File: src/rtl/alu_share_arbiter.sv
`default_nettype none
// ---------------------------------------------------------------------------
// alu_share_arbiter : arbitrates two valid/ready requesters onto one shared ALU
// Optional macro ARB_FIXED_PRIORITY_EN selects fixed priority (req 0 wins).
// Revision: 1.0
// ---------------------------------------------------------------------------
module alu_share_arbiter #(
   parameter int DATA_W      = 32,
   parameter int CTRL_W      = 4,
   parameter int EXEC_CYCLES = 1,
   parameter int MUL_CYCLES  = 3
) (
   input  logic              clk,
   input  logic              rst_n,
   input  logic              req0_valid,
   output logic              req0_ready,
   input  logic [CTRL_W-1:0] req0_ctrl,
   input  logic [DATA_W-1:0] req0_a,
   input  logic [DATA_W-1:0] req0_b,
   input  logic              req1_valid,
   output logic              req1_ready,
   input  logic [CTRL_W-1:0] req1_ctrl,
   input  logic [DATA_W-1:0] req1_a,
   input  logic [DATA_W-1:0] req1_b,
   output logic [CTRL_W-1:0] alu_ctrl,
   output logic [DATA_W-1:0] alu_a,
   output logic [DATA_W-1:0] alu_b,
   input  logic [DATA_W-1:0] alu_result,
   input  logic              alu_zero,
   output logic              rsp_valid,
   input  logic              rsp_ready,
   output logic              rsp_id,
   output logic [DATA_W-1:0] rsp_result,
   output logic              rsp_zero
);

   // A configured latency of 0 behaves as 1.
   localparam int c_exec  = (EXEC_CYCLES < 1) ? 1 : EXEC_CYCLES;
   localparam int c_mul   = (MUL_CYCLES < 1) ? 1 : MUL_CYCLES;
   localparam int c_max   = (c_exec > c_mul) ? c_exec : c_mul;
   localparam int c_cnt_w = (c_max < 2) ? 1 : $clog2(c_max);

   localparam logic [CTRL_W-1:0]  c_mul_op  = CTRL_W'(9);
   localparam logic [c_cnt_w-1:0] c_exec_ld = c_cnt_w'(c_exec - 1);
   localparam logic [c_cnt_w-1:0] c_mul_ld  = c_cnt_w'(c_mul - 1);

   typedef enum logic [1:0] {
      S_IDLE = 2'd0,
      S_EXEC = 2'd1,
      S_RESP = 2'd2
   } state_t;

   state_t             r_state;
   logic [c_cnt_w-1:0] r_cnt;
   logic               r_tag;

   logic              w_grant1;
   logic              w_accept;
   logic [CTRL_W-1:0] w_ctrl;
   logic [DATA_W-1:0] w_a;
   logic [DATA_W-1:0] w_b;

`ifdef ARB_FIXED_PRIORITY_EN
   assign w_grant1 = req1_valid && !req0_valid;
`else
   logic r_ptr;

   assign w_grant1 = req1_valid && (!req0_valid || r_ptr);

   // The requester that was just served loses the next tie.
   always_ff @(posedge clk or negedge rst_n) begin
      if (!rst_n) begin
         r_ptr <= 1'b0;
      end else if (r_state == S_RESP && rsp_ready) begin
         r_ptr <= ~rsp_id;
      end
   end
`endif

   assign w_accept   = rst_n && (r_state == S_IDLE) && (req0_valid || req1_valid);
   assign req0_ready = w_accept && !w_grant1;
   assign req1_ready = w_accept && w_grant1;

   assign w_ctrl = w_grant1 ? req1_ctrl : req0_ctrl;
   assign w_a    = w_grant1 ? req1_a    : req0_a;
   assign w_b    = w_grant1 ? req1_b    : req0_b;

   always_ff @(posedge clk or negedge rst_n) begin
      if (!rst_n) begin
         r_state    <= S_IDLE;
         r_cnt      <= '0;
         r_tag      <= 1'b0;
         alu_ctrl   <= '0;
         alu_a      <= '0;
         alu_b      <= '0;
         rsp_valid  <= 1'b0;
         rsp_id     <= 1'b0;
         rsp_result <= '0;
         rsp_zero   <= 1'b0;
      end else begin
         case (r_state)
            S_IDLE: begin
               if (w_accept) begin
                  alu_ctrl <= w_ctrl;
                  alu_a    <= w_a;
                  alu_b    <= w_b;
                  r_tag    <= w_grant1;
                  r_cnt    <= (w_ctrl == c_mul_op) ? c_mul_ld : c_exec_ld;
                  r_state  <= S_EXEC;
               end
            end
            S_EXEC: begin
               if (r_cnt != '0) begin
                  r_cnt <= r_cnt - 1'b1;
               end else begin
                  rsp_result <= alu_result;
                  rsp_zero   <= alu_zero;
                  rsp_id     <= r_tag;
                  rsp_valid  <= 1'b1;
                  r_state    <= S_RESP;
               end
            end
            S_RESP: begin
               if (rsp_ready) begin
                  rsp_valid <= 1'b0;
                  r_state   <= S_IDLE;
               end
            end
            default: r_state <= S_IDLE;
         endcase
      end
   end

endmodule
`default_nettype wire

File: config.mk
export PLATFORM = sky130hd
export DESIGN_NAME = alu_share_arbiter
export DESIGN_NICKNAME = d
export VERILOG_FILES = /design/src/rtl/alu_share_arbiter.sv
export SDC_FILE = /design/constraint.sdc
export NUM_CORES = 1
export LEC_CHECK = 0
export ABC_CLOCK_PERIOD_IN_PS = 3900
export BUFFER_PORTS_ARGS = -buffer_cell sky130_fd_sc_hd__buf_2
export CORE_AREA = 3 3 109 111
export DETAILED_ROUTE_END_ITERATION = 10
export DIE_AREA = 0 0 112 114
export GPL_ROUTABILITY_DRIVEN = 0
export PLACE_DENSITY = 0.79
export SLEW_MARGIN = 20
export SYNTH_ARGS = -nofsm -noshare
export SYNTH_HDL_FRONTEND = slang
export SYNTH_SLANG_ARGS = --single-unit
File: constraint.sdc
create_clock -name clk -period 3.9 [get_ports clk]
set_input_delay 0.585 -clock clk [delete_from_list [all_inputs] [get_ports clk]]
set_output_delay 0.585 -clock clk [all_outputs]
set_load 0.03 [all_outputs]
==> results of run 1 <==
-- cells in the final DEF (no fill, tap or decap), drive strengths merged --
cell type,synthesis,layout
nor3,1,1
a21oi,3,3
dfrtp,109,109
ha,1,1
a2111oi,1,1
nor2,3,3
clkinv,0,2
clkbuf,5,11
mux2i,68,68
nor3b,1,1
o21ai,72,72
buf,21,283
mux2,34,34
clkinvlp,0,2
a311o,1,1
o2bb2ai,1,1
and2b,1,1
a21o,1,1
o31ai,2,2
nand2,74,74
inv,3,3
nand2b,2,2
a2bb2oi,1,1
o21a,1,1
-- stage by stage --
| step | std cells | power, mW | hold slack, ns |
|---|---|---|---|
| global placement | 803 | 4.81 | 0.458 |
| finish | 818 | 5.44 | 0.386 |
| global route | 818 | 5.78 | 0.403 |
| floorplan | 406 | 4.03 | 0.289 |
| CTS | 818 | 5.51 | 0.400 |
| detailed placement | 803 | 4.89 | 0.461 |
-- report_power, final --
group / switching [mW] / internal [mW]
Combinational: 1.87 / 1.00
Sequential: 0.290 / 1.68
Clock: 0.359 / 0.245
Total: 2.52 / 2.92
-- metal layers --
metal / up-vias / GRT usage [%] / wire (um)
met4: 0 / 8.81 / 384
met3: 27 / 4.40 / 978
met5: - / 0 / 0
li1: 1937 / - / -
met2: 180 / 36.4 / 6710
met1: 1829 / 23.0 / 5000
-- registers in the layout, summed over array words and instances (netlist names) --
signal,count
alu_a,32
alu_b,32
rsp_result,32
alu_ctrl,4
r_cnt,2
r_state,2
r_ptr,1
r_tag,1
rsp_id,1
rsp_valid,1
rsp_zero,1
-- area by class of cell --
type / instances / area [sq um] / share of cell area [%]
flip-flops and latches: 109 / 2730 / 42.0
repair buffers: 283 / 1430 / 22.0
clock buffers: 11 / 141 / 2.17
clock inverters: 4 / 25.0 / 0.385
well taps: 140 / 175 / 2.69
inverters: 3 / 11.3 / 0.173
multi-input cells: 268 / 1990 / 30.6
-- final timing paths --
kind / startpoint / slack (ns) / endpoint
hold reg to reg: rsp_id / 0.47 / r_ptr
setup / recovery: r_ptr / 1.49 / req1_ready
min in group clk: rsp_ready / 0.42 / r_state[1]
max in group asynchronous: rst_n / 2.37 / alu_b[16]
setup reg to reg: r_ptr / 1.68 / alu_b[26]
hold / removal: rst_n / 0.39 / rsp_result[10]
-- worst max-delay path: cells and delay by family, from the launching register on --
| family | cells | cell delay [ns] |
|---|---|---|
| simple gates | 3 | 0.90 |
| flops | 1 | 0.37 |
| buf+inv | 1 | 0.21 |
-- logic make-up (layout without fill, tap and decap cells) --
kind of cell,after synthesis,after routing
flip-flops,109,109
multiplexers,102,102
AO/OA/AOI/OAI,83,83
AND/OR/NAND/NOR,82,82
buffers and inverters,29,301
adder cells (fa/ha/maj),1,1
-- cell usage after synthesis --
library cell,instances
mux2_2,5
nand2_1,72
buf_2,9
a21oi_1,3
a21o_1,1
clkbuf_1,4
nand2b_2,1
o31ai_1,2
dfrtp_1,109
o21ai_1,10
nor3b_2,1
clkbuf_2,1
ha_1,1
o21ai_0,60
o2bb2ai_1,1
nor2_1,2
o21a_1,1
and2b_2,1
buf_4,5
mux2i_1,68
nor3_1,1
nor2_2,1
buf_6,7
inv_1,3
nand2b_1,1
a2111oi_0,1
nand2_4,2
a2bb2oi_1,1
a311o_1,1
o21ai_2,2
mux2_4,29
==> flow_summary.json, run 1 <==
{
  "path_clk_slew_ns": 0.09,
  "die_h_um": 114,
  "synth-seq-cells": 109,
  "grt_pass1_vias": 4188,
  "min_period_over_period_pct": 61.7,
  "period_needed_ns": 2.41,
  "worst_slack_ns": 1.49,
  "cts_tree": "yes",
  "drt_drc_violations_left": 0,
  "finalHoldViolCount": 0,
  "die-area_sq_um": 12800,
  "wl_per_cell_um": 16.0,
  "p_leak_nw": 3.70,
  "postRouteAntennaNets": 0,
  "routed_via_density": 4.86,
  "syn_inst": 406,
  "drt_first_pass_iters": 4,
  "synthDistinctLibCells": 31,
  "netlist_area_sq_um": 4900,
  "path_class": "reg -> out",
  "grt_pass1_wl_um": 20500,
  "clkLatencyLatePin_ns": 0.35,
  "syn_nets": 581,
  "required_ns": 3.31,
  "setup_viol": 0,
  "nFillCells": 925,
  "max_stage_delay_ns": 0.62,
  "drt-initial-drc-count": 185,
  "num_rows": 38,
  "port_buffers": 278,
  "clock_path_buffers": 2,
  "drive_gt1_share_pct": 50.0,
  "synth_top_family_by_area": "multiplexers",
  "maxCapViolations": 0,
  "synth-adder-area-share_pct": 0.255,
  "start_util_pct": 45.0,
  "ir_drop_mv": 0.522,
  "cts_sinks": 109,
  "htree_levels": 3,
  "dp_hpwl_um": 10200,
  "numCtsBuffers": 9,
  "critPathSlowestCell": "nand2_4",
  "synth_compound_area_share_pct": 9.16,
  "synth_area_per_cell_sq_um": 12.1,
  "maxSlewHeadroom_pct": 46.0,
  "outcome": "finished, final reports clean",
  "antenna_found_initial": 0,
  "reg2reg_depth": 5,
  "area_delta_synth_final_pct": 32.6,
  "overflow": 0,
  "final_util_pct": 59.7,
  "cp-start-kind": "register",
  "placed_area_sq_um": 6330,
  "cp-end-kind": "output pin",
  "synthSimpleGateAreaFrac_pct": 7.10,
  "synth_top_cell_by_area": "dfrtp_1",
  "coreArea_sq_um": 10900,
  "post_cts_buffers": 0,
  "worst_pin_slew_ns": 0.810,
  "grt_start_max_net_pins": 81,
  "ios": 279,
  "yosys-top-cells-area": "dfrtp_1 (56%), mux2i_1 (14%), mux2_4 (8.9%)",
  "n_antenna_cell": 0,
  "nets": 849,
  "cts_resized": 0,
  "cts-root-buf": "clkbuf_8",
  "fin_area_sq_um": 6500,
  "yosysSeqAreaShare_pct": 55.6,
  "fin_tns_setup_ns": 0,
  "final-max-slew-violation-count": 0,
  "rsz0062_at_grt": "false",
  "synthMuxAreaShare_pct": 23.9,
  "path_cells": "nand2b_2 > nand2_4 > nor2_2 > buf_2",
  "chipWidth_um": 112,
  "place_ws_ns": 1.38,
  "ys_warn_count": 0,
  "grtUsageTotal_pct": 20.1,
  "vias": 3973,
  "cp.arrival_ns": 1.82,
  "path_max_fanout": 46,
  "powerDensity_nw_per_um2": 837,
  "synth_xor_area_share_pct": 0,
  "hp-class": "in -> async",
  "synth_top_area_share_pct": 55.6,
  "finalClockSkew_ns": 0.0154,
  "max_freq_ghz": 0.416,
  "wirelength_um": 13100,
  "hold_buffers": 0
}
No activity file was read; power rests on OpenSTA's default activity.
==> run 2: changes to the inputs <==
==> config.mk (replaced) <==
export PLATFORM = sky130hd
export DESIGN_NAME = alu_share_arbiter
export DESIGN_NICKNAME = d
export VERILOG_FILES = /design/src/rtl/alu_share_arbiter.sv
export SDC_FILE = /design/constraint.sdc
export NUM_CORES = 1
export LEC_CHECK = 0
export ABC_AREA = 1
export ABC_CLOCK_PERIOD_IN_PS = 2000
export BUFFER_PORTS_ARGS = -buffer_cell sky130_fd_sc_hd__buf_2
export CORE_AREA = 3 3 113 115
export DETAILED_ROUTE_END_ITERATION = 10
export DIE_AREA = 0 0 116 118
export GPL_ROUTABILITY_DRIVEN = 0
export PLACE_DENSITY = 0.74
export SLEW_MARGIN = 20
export SYNTH_ARGS = -nofsm -noshare
export SYNTH_HDL_FRONTEND = slang
export SYNTH_SLANG_ARGS = --single-unit
==> constraint.sdc (replaced) <==
create_clock -name clk -period 2 [get_ports clk]
set_input_delay 0.3 -clock clk [delete_from_list [all_inputs] [get_ports clk]]
set_output_delay 0.3 -clock clk [all_outputs]
set_load 0.03 [all_outputs]
==> run 2 against run 1 <==
  * Non-clock buffer count rose by 5
  * Total power is 100% higher
  * Clock skew down 0.00081 ns
  * First-iteration DRC count rose by 28%
  * Critical path depth rose by 2
  * Via count is 7.6% higher
  * Sequential power grew 95%
  * Routed wire length increased by 0.77%
  * Flip-flop and latch count is the same
  * Global-route usage shrank 1.6 points
  * Worst setup slack got worse by 1.4 ns
  * Design area down 1.1%
  * Critical endpoint is now req0_ready
  * Highest routed layer unchanged
==> flow_summary.json, run 2 <==
{
  "port_buffers": 278,
  "maxCapViolations": 0,
  "cts-root-buf": "clkbuf_16",
  "pwr-share-clk_pct": 15.8,
  "rr_endpoint": "alu_a[31]",
  "wirelength_um": 13200,
  "period_needed_ns": 1.88,
  "final_cell_mix": "buf_2 (276), nand2_1 (214), dfrtp_1 (109), nand3_1 (69), mux2_1 (33)",
  "multi_input_area_sq_um": 1670,
  "worst_slack_ns": 0.120,
  "cp-start-kind": "register",
  "finalClockSkew_ns": 0.0146,
  "cp_top_family": "simple AND/OR/NAND/NOR gates",
  "yosys-top-cells-count": "nand2_1 (215), dfrtp_1 (109), nand3_1 (69)",
  "drive_gt1_share_pct": 41.0,
  "syn_nets": 660,
  "min_period_over_period_pct": 94.0,
  "drt_drc_violations_left": 0,
  "die-area_sq_um": 13700,
  "synthDistinctLibCells": 23,
  "grt_pass1_vias": 4094,
  "regArea_sq_um": 2730,
  "largest_registers": "alu_a: 32 flops, alu_b: 32 flops, rsp_result: 32 flops",
  "ys.flop_type": "dfrtp_1",
  "finalNonFillerCells": 912,
  "wl_per_cell_um": 14.4,
  "chipWidth_um": 116,
  "drt-initial-drc-count": 237,
  "path_max_fanout": 8,
  "hold_buffers": 0,
  "grtUsageTotal_pct": 18.5,
  "yosysSeqAreaShare_pct": 59.4,
  "htree_levels": 3,
  "synth_most_common_cell": "nand2_1",
  "place_ws_ns": 0.380,
  "cp-end-kind": "output pin",
  "nets": 935,
  "area_delta_synth_final_pct": 40.1,
  "setup_viol": 0,
  "grt_start_max_net_pins": 110,
  "final_common_cell": "buf_2",
  "drt_first_pass_iters": 4,
  "cts_sinks": 109,
  "reg2reg_slack_ns": 0.41,
  "fin_area_sq_um": 6430,
  "ios": 279,
  "postRouteAntennaNets": 0,
  "vias": 4275,
  "cp_num_buf_inv": 3,
  "holdWs_ns": 0.0825,
  "yosys-top-cells-area": "dfrtp_1 (59%), nand2_1 (18%), mux2_1 (8.1%)",
  "cts_tree": "yes",
  "switchingPower_mw": 5.01,
  "max_freq_ghz": 0.532,
  "clkLatencyLatePin_ns": 0.34,
  "dp_hpwl_um": 10100,
  "switching_share_pct": 45.9,
  "hp-class": "in -> async",
  "synth_top_area_share_pct": 59.4,
  "placed_area_sq_um": 6130,
  "grt_pass1_wl_um": 20100,
  "coreArea_sq_um": 11900,
  "dpl.cell_count": 896,
  "n_antenna_cell": 0,
  "start_util_pct": 38.5,
  "max_stage_delay_ns": 0.39,
  "p_leak_nw": 3.52,
  "antenna_found_initial": 0,
  "ys_warn_count": 0,
  "synth_area_per_cell_sq_um": 9.47,
  "worstReg2RegStart": "r_state[1]",
  "combPwrFrac_pct": 49.3,
  "overflow": 0,
  "finalHoldViolCount": 0,
  "required_ns": 1.70,
  "numCtsBuffers": 9,
  "powerDensity_nw_per_um2": 1700,
  "synth-seq-cells": 109,
  "netlist_area_sq_um": 4590,
  "path_class": "reg -> out",
  "cp.arrival_ns": 1.58,
  "routed_via_density": 4.69,
  "nFillCells": 1104,
  "rsz0062_at_grt": "false",
  "synth_edf_count": 0,
  "final-max-slew-violation-count": 0,
  "synthArstFlopShare_pct": 100,
  "maxSlewHeadroom_pct": 62.1,
  "internal-power_mw": 5.92,
  "die_h_um": 118,
  "outcome": "finished, final reports clean",
  "num_rows": 40,
  "p_seq_share_pct": 34.9,
  "p_total_mw": 10.9,
  "final_util_pct": 54.0,
  "synth_top_cell_by_area": "dfrtp_1",
  "worst_pin_slew_ns": 0.569,
  "syn_inst": 485,
  "critPathSlowestCell": "dfrtp_1",
  "path_cells": "inv_2 > nand3_1 > nor2_4 > inv_2 > nor2_4 > clkbuf_4",
  "reg2reg_depth": 8,
  "ir_drop_mv": 0.703,
  "clock_path_buffers": 2,
  "fin_tns_setup_ns": 0,
  "path_clk_slew_ns": 0.07
}
-- run 2: worst register-to-register path, stage by stage, from the launching register on --
cell     delay, ns
dfrtp_1       0.39
inv_2         0.07
nand3_1       0.11
nor2_4        0.15
inv_2         0.12
nor2_4        0.12
buf_4         0.36
nand2_1       0.12
nand3_1       0.09
-- run 2: how the worst max path moves through the flow --
stage / startpoint / end / depth (start not counted)
CTS: r_ptr / req0_ready / 6
finish: r_state[1] / req0_ready / 6
global route: r_state[1] / req0_ready / 6
global placement: rst_n / alu_a[1] / 8
detailed placement: rst_n / alu_a[7] / 8
floorplan: r_state[1] / req1_ready / 7
-- run 2: power by group through the flow --
| stage | registers [mW] | clock network, mW | logic, mW |
|---|---|---|---|
| 2_1_floorplan | 5.85 | 0 | 1.66 |
| 3_3_place_gp | 3.82 | 0 | 5.37 |
| 3_5_place_dp | 3.83 | 0 | 5.47 |
| 4_1_cts | 3.82 | 1.79 | 5.46 |
| 5_1_grt | 3.95 | 1.88 | 5.81 |
| 6_report | 3.82 | 1.72 | 5.39 |
-- run 2: kinds of logic after synthesis --
| group | count (synthesis) | synth area share [%] |
|---|---|---|
| AOI/OAI and AO/OA | 7 | 0.818 |
| adders and majority gates | 1 | 0.273 |
| buffers and inverters | 36 | 4.36 |
| DFF | 109 | 59.4 |
| muxes | 34 | 8.31 |
| and+or+nand+nor | 298 | 26.8 |
-- run 2: layer usage --
| metal | track usage (%) | vias up | share of wire (%) |
|---|---|---|---|
| li1 | - | 2100 | - |
| met3 | 3.75 | 15 | 7.8 |
| met5 | 0 | - | 0 |
| met2 | 32.3 | 179 | 50 |
| met4 | 7.03 | 0 | 2.0 |
| met1 | 22.2 | 1981 | 41 |
-- run 2: repair_timing --
item / CTS / global route
resized for setup: 0 / 2
buffers inserted: 0 / 0
hold endpoints to repair: 0 / 0
setup endpoints to repair: 0 / 1
-- run 2: cell type report --
type,count,area share [%]
repair buffers,288,23.5
clock inverters,4,0.467
clock buffers,12,4.14
inverters,12,0.700
flip-flops and latches,109,42.4
multi-input cells,340,26.0
well taps,147,2.86
==> run 3: changes to the inputs <==
--- a/config.mk
+++ b/config.mk
@@ -8,9 +8,9 @@
 export ABC_AREA = 1
 export ABC_CLOCK_PERIOD_IN_PS = 2000
 export BUFFER_PORTS_ARGS = -buffer_cell sky130_fd_sc_hd__buf_2
-export CORE_AREA = 3 3 113 115
+export CORE_AREA = 2 2 112 114
 export DETAILED_ROUTE_END_ITERATION = 10
-export DIE_AREA = 0 0 116 118
+export DIE_AREA = 0 0 114 116
 export GPL_ROUTABILITY_DRIVEN = 0
 export PLACE_DENSITY = 0.74
 export SLEW_MARGIN = 20
==> run 3 against run 2 <==
  * Worst setup slack got worse by 0.0059 ns
  * Register-to-register slack lost 0.04 ns
  * Utilization decreased by 0.084 points
  * Non-clock buffer count shrank 3
==> flow_summary.json, run 3 (synthesized netlist as in run 2, its figures left out) <==
{
  "wl_per_cell_um": 14.3,
  "max_stage_delay_ns": 0.39,
  "dpl.cell_count": 893,
  "n_antenna_cell": 0,
  "powerDensity_nw_per_um2": 1710,
  "path_max_fanout": 6,
  "start_util_pct": 38.5,
  "rsz0062_at_grt": "false",
  "final_cell_mix": "buf_2 (277), nand2_1 (215), dfrtp_1 (109), nand3_1 (69), mux2_1 (33)",
  "min_period_over_period_pct": 94.3,
  "clkLatencyLatePin_ns": 0.34,
  "reg2reg_slack_ns": 0.37,
  "coreArea_sq_um": 11900,
  "final-max-slew-violation-count": 0,
  "cts-root-buf": "clkbuf_16",
  "maxSlewHeadroom_pct": 60.5,
  "vias": 4309,
  "required_ns": 1.70,
  "antenna_found_initial": 0,
  "p_leak_nw": 3.50,
  "fin_tns_setup_ns": 0,
  "final_util_pct": 53.9,
  "worst_pin_slew_ns": 0.592,
  "cp-end-kind": "output pin",
  "htree_levels": 3,
  "path_clk_slew_ns": 0.08,
  "reg2reg_depth": 8,
  "port_buffers": 278,
  "grt_pass1_vias": 4111,
  "hp-class": "in -> async",
  "routed_via_density": 4.74,
  "period_needed_ns": 1.89,
  "hold_buffers": 0,
  "path_cells": "inv_1 > nand3_1 > nor2_4 > inv_2 > nor2_4 > buf_2",
  "worstReg2RegStart": "r_ptr",
  "die_h_um": 116,
  "setup_viol": 0,
  "drt_first_pass_iters": 4,
  "numCtsBuffers": 9,
  "path_class": "reg -> out",
  "cp.arrival_ns": 1.59,
  "postRouteAntennaNets": 0,
  "max_freq_ghz": 0.530,
  "chipWidth_um": 114,
  "nFillCells": 1096,
  "drive_gt1_share_pct": 40.6,
  "ir_drop_mv": 0.848,
  "dp_hpwl_um": 9540,
  "grt_pass1_wl_um": 20200,
  "area_delta_synth_final_pct": 39.9,
  "post_cts_buffers": 0,
  "num_rows": 40,
  "finalClockSkew_ns": 0.00967,
  "largest_registers": "alu_a: 32 flops, alu_b: 32 flops, rsp_result: 32 flops",
  "drt-initial-drc-count": 234,
  "overflow": 0,
  "maxCapViolations": 0,
  "clock_path_buffers": 2,
  "worstSetupEndpoint": "req1_ready",
  "nets": 932,
  "cts_tree": "yes",
  "wirelength_um": 13000,
  "ios": 279,
  "final_common_cell": "buf_2",
  "cts_resized": 0,
  "finalNonFillerCells": 909,
  "critPathSlowestCell": "dfrtp_1",
  "crit_top_cell": "nor2_4",
  "drt_drc_violations_left": 0,
  "worstSetupStartpoint": "r_state[0]",
  "die-area_sq_um": 13200,
  "finalHoldViolCount": 0,
  "rr_endpoint": "alu_a[20]",
  "cts_sinks": 109,
  "outcome": "finished, final reports clean",
  "grtUsageTotal_pct": 19.5,
  "cp-start-kind": "register",
  "grt_start_max_net_pins": 110
}
run 3: cell count changes in the layout (fill, tap and decap cells not counted), sizes merged:
cell,previous run,this run
buf,287,285
clkbuf,13,11
bufinv,0,1
clkinv,2,1
clkinvlp,1,2
run 3: metrics by stage:
stage / setup WS (ns) / area (sq um) / total power, mW / hold WS [ns]
4_1_cts: 0.0723 / 6420 / 11.1 / 0.111
3_3_place_gp: 0.426 / 6120 / 9.21 / 0.460
6_report: 0.114 / 6420 / 11.0 / 0.0593
5_1_grt: 0.0115 / 6420 / 11.7 / 0.107
3_5_place_dp: 0.372 / 6120 / 9.31 / 0.468
2_1_floorplan: 0.506 / 4590 / 7.52 / 0.00441
run 3: how the worst min path moves through the flow:
stage,slack [ns],depth (start not counted),to,startpoint
5_1_grt,0.11,2,alu_a[24],rst_n
3_3_place_gp,0.46,2,alu_ctrl[1],alu_ctrl[1]
4_1_cts,0.11,2,alu_a[24],rst_n
3_5_place_dp,0.47,2,alu_ctrl[3],alu_ctrl[3]
2_1_floorplan,0.004,0,alu_a[0],rst_n
6_report,0.06,2,alu_a[24],rst_n
run 3: final cells by class:
class | instances | area [sq um] | area share (%)
Sequential cell | 109 | 2730 | 42.5
Multi-Input combinational cell | 340 | 1670 | 26.0
Timing Repair Buffer | 285 | 1500 | 23.3
Clock buffer | 11 | 243 | 3.78
Tap cell | 147 | 184 | 2.86
Clock inverter | 5 | 58.8 | 0.916
Inverter | 12 | 45.0 | 0.701
run 3: worst max-delay path: cells and delay by family (launching register included):
family / cells / cell delay (ns)
buffers and inverters: 3 / 0.43
flip-flops: 1 / 0.39
AND/OR/NAND/NOR: 3 / 0.42
run 3: power by group:
part | switching (mW) | internal (mW) | leakage, nW
Clock | 0.790 | 1.01 | 0.142
Sequential | 0.545 | 3.28 | 1.33
Combinational | 3.71 | 1.68 | 2.04
Total | 5.04 | 5.97 | 3.50
run 3: metal layers:
layer  routed length (um)  up-vias  share of wire, %  global-route usage (%)
li1                     -     2097                 -                       -
met1                 5290     1997                41                    24.0
met2                 6440      199                50                    34.1
met3                 1010       16               7.8                    3.82
met4                  216        0               1.7                    7.48
met5                    0        -                 0                       0
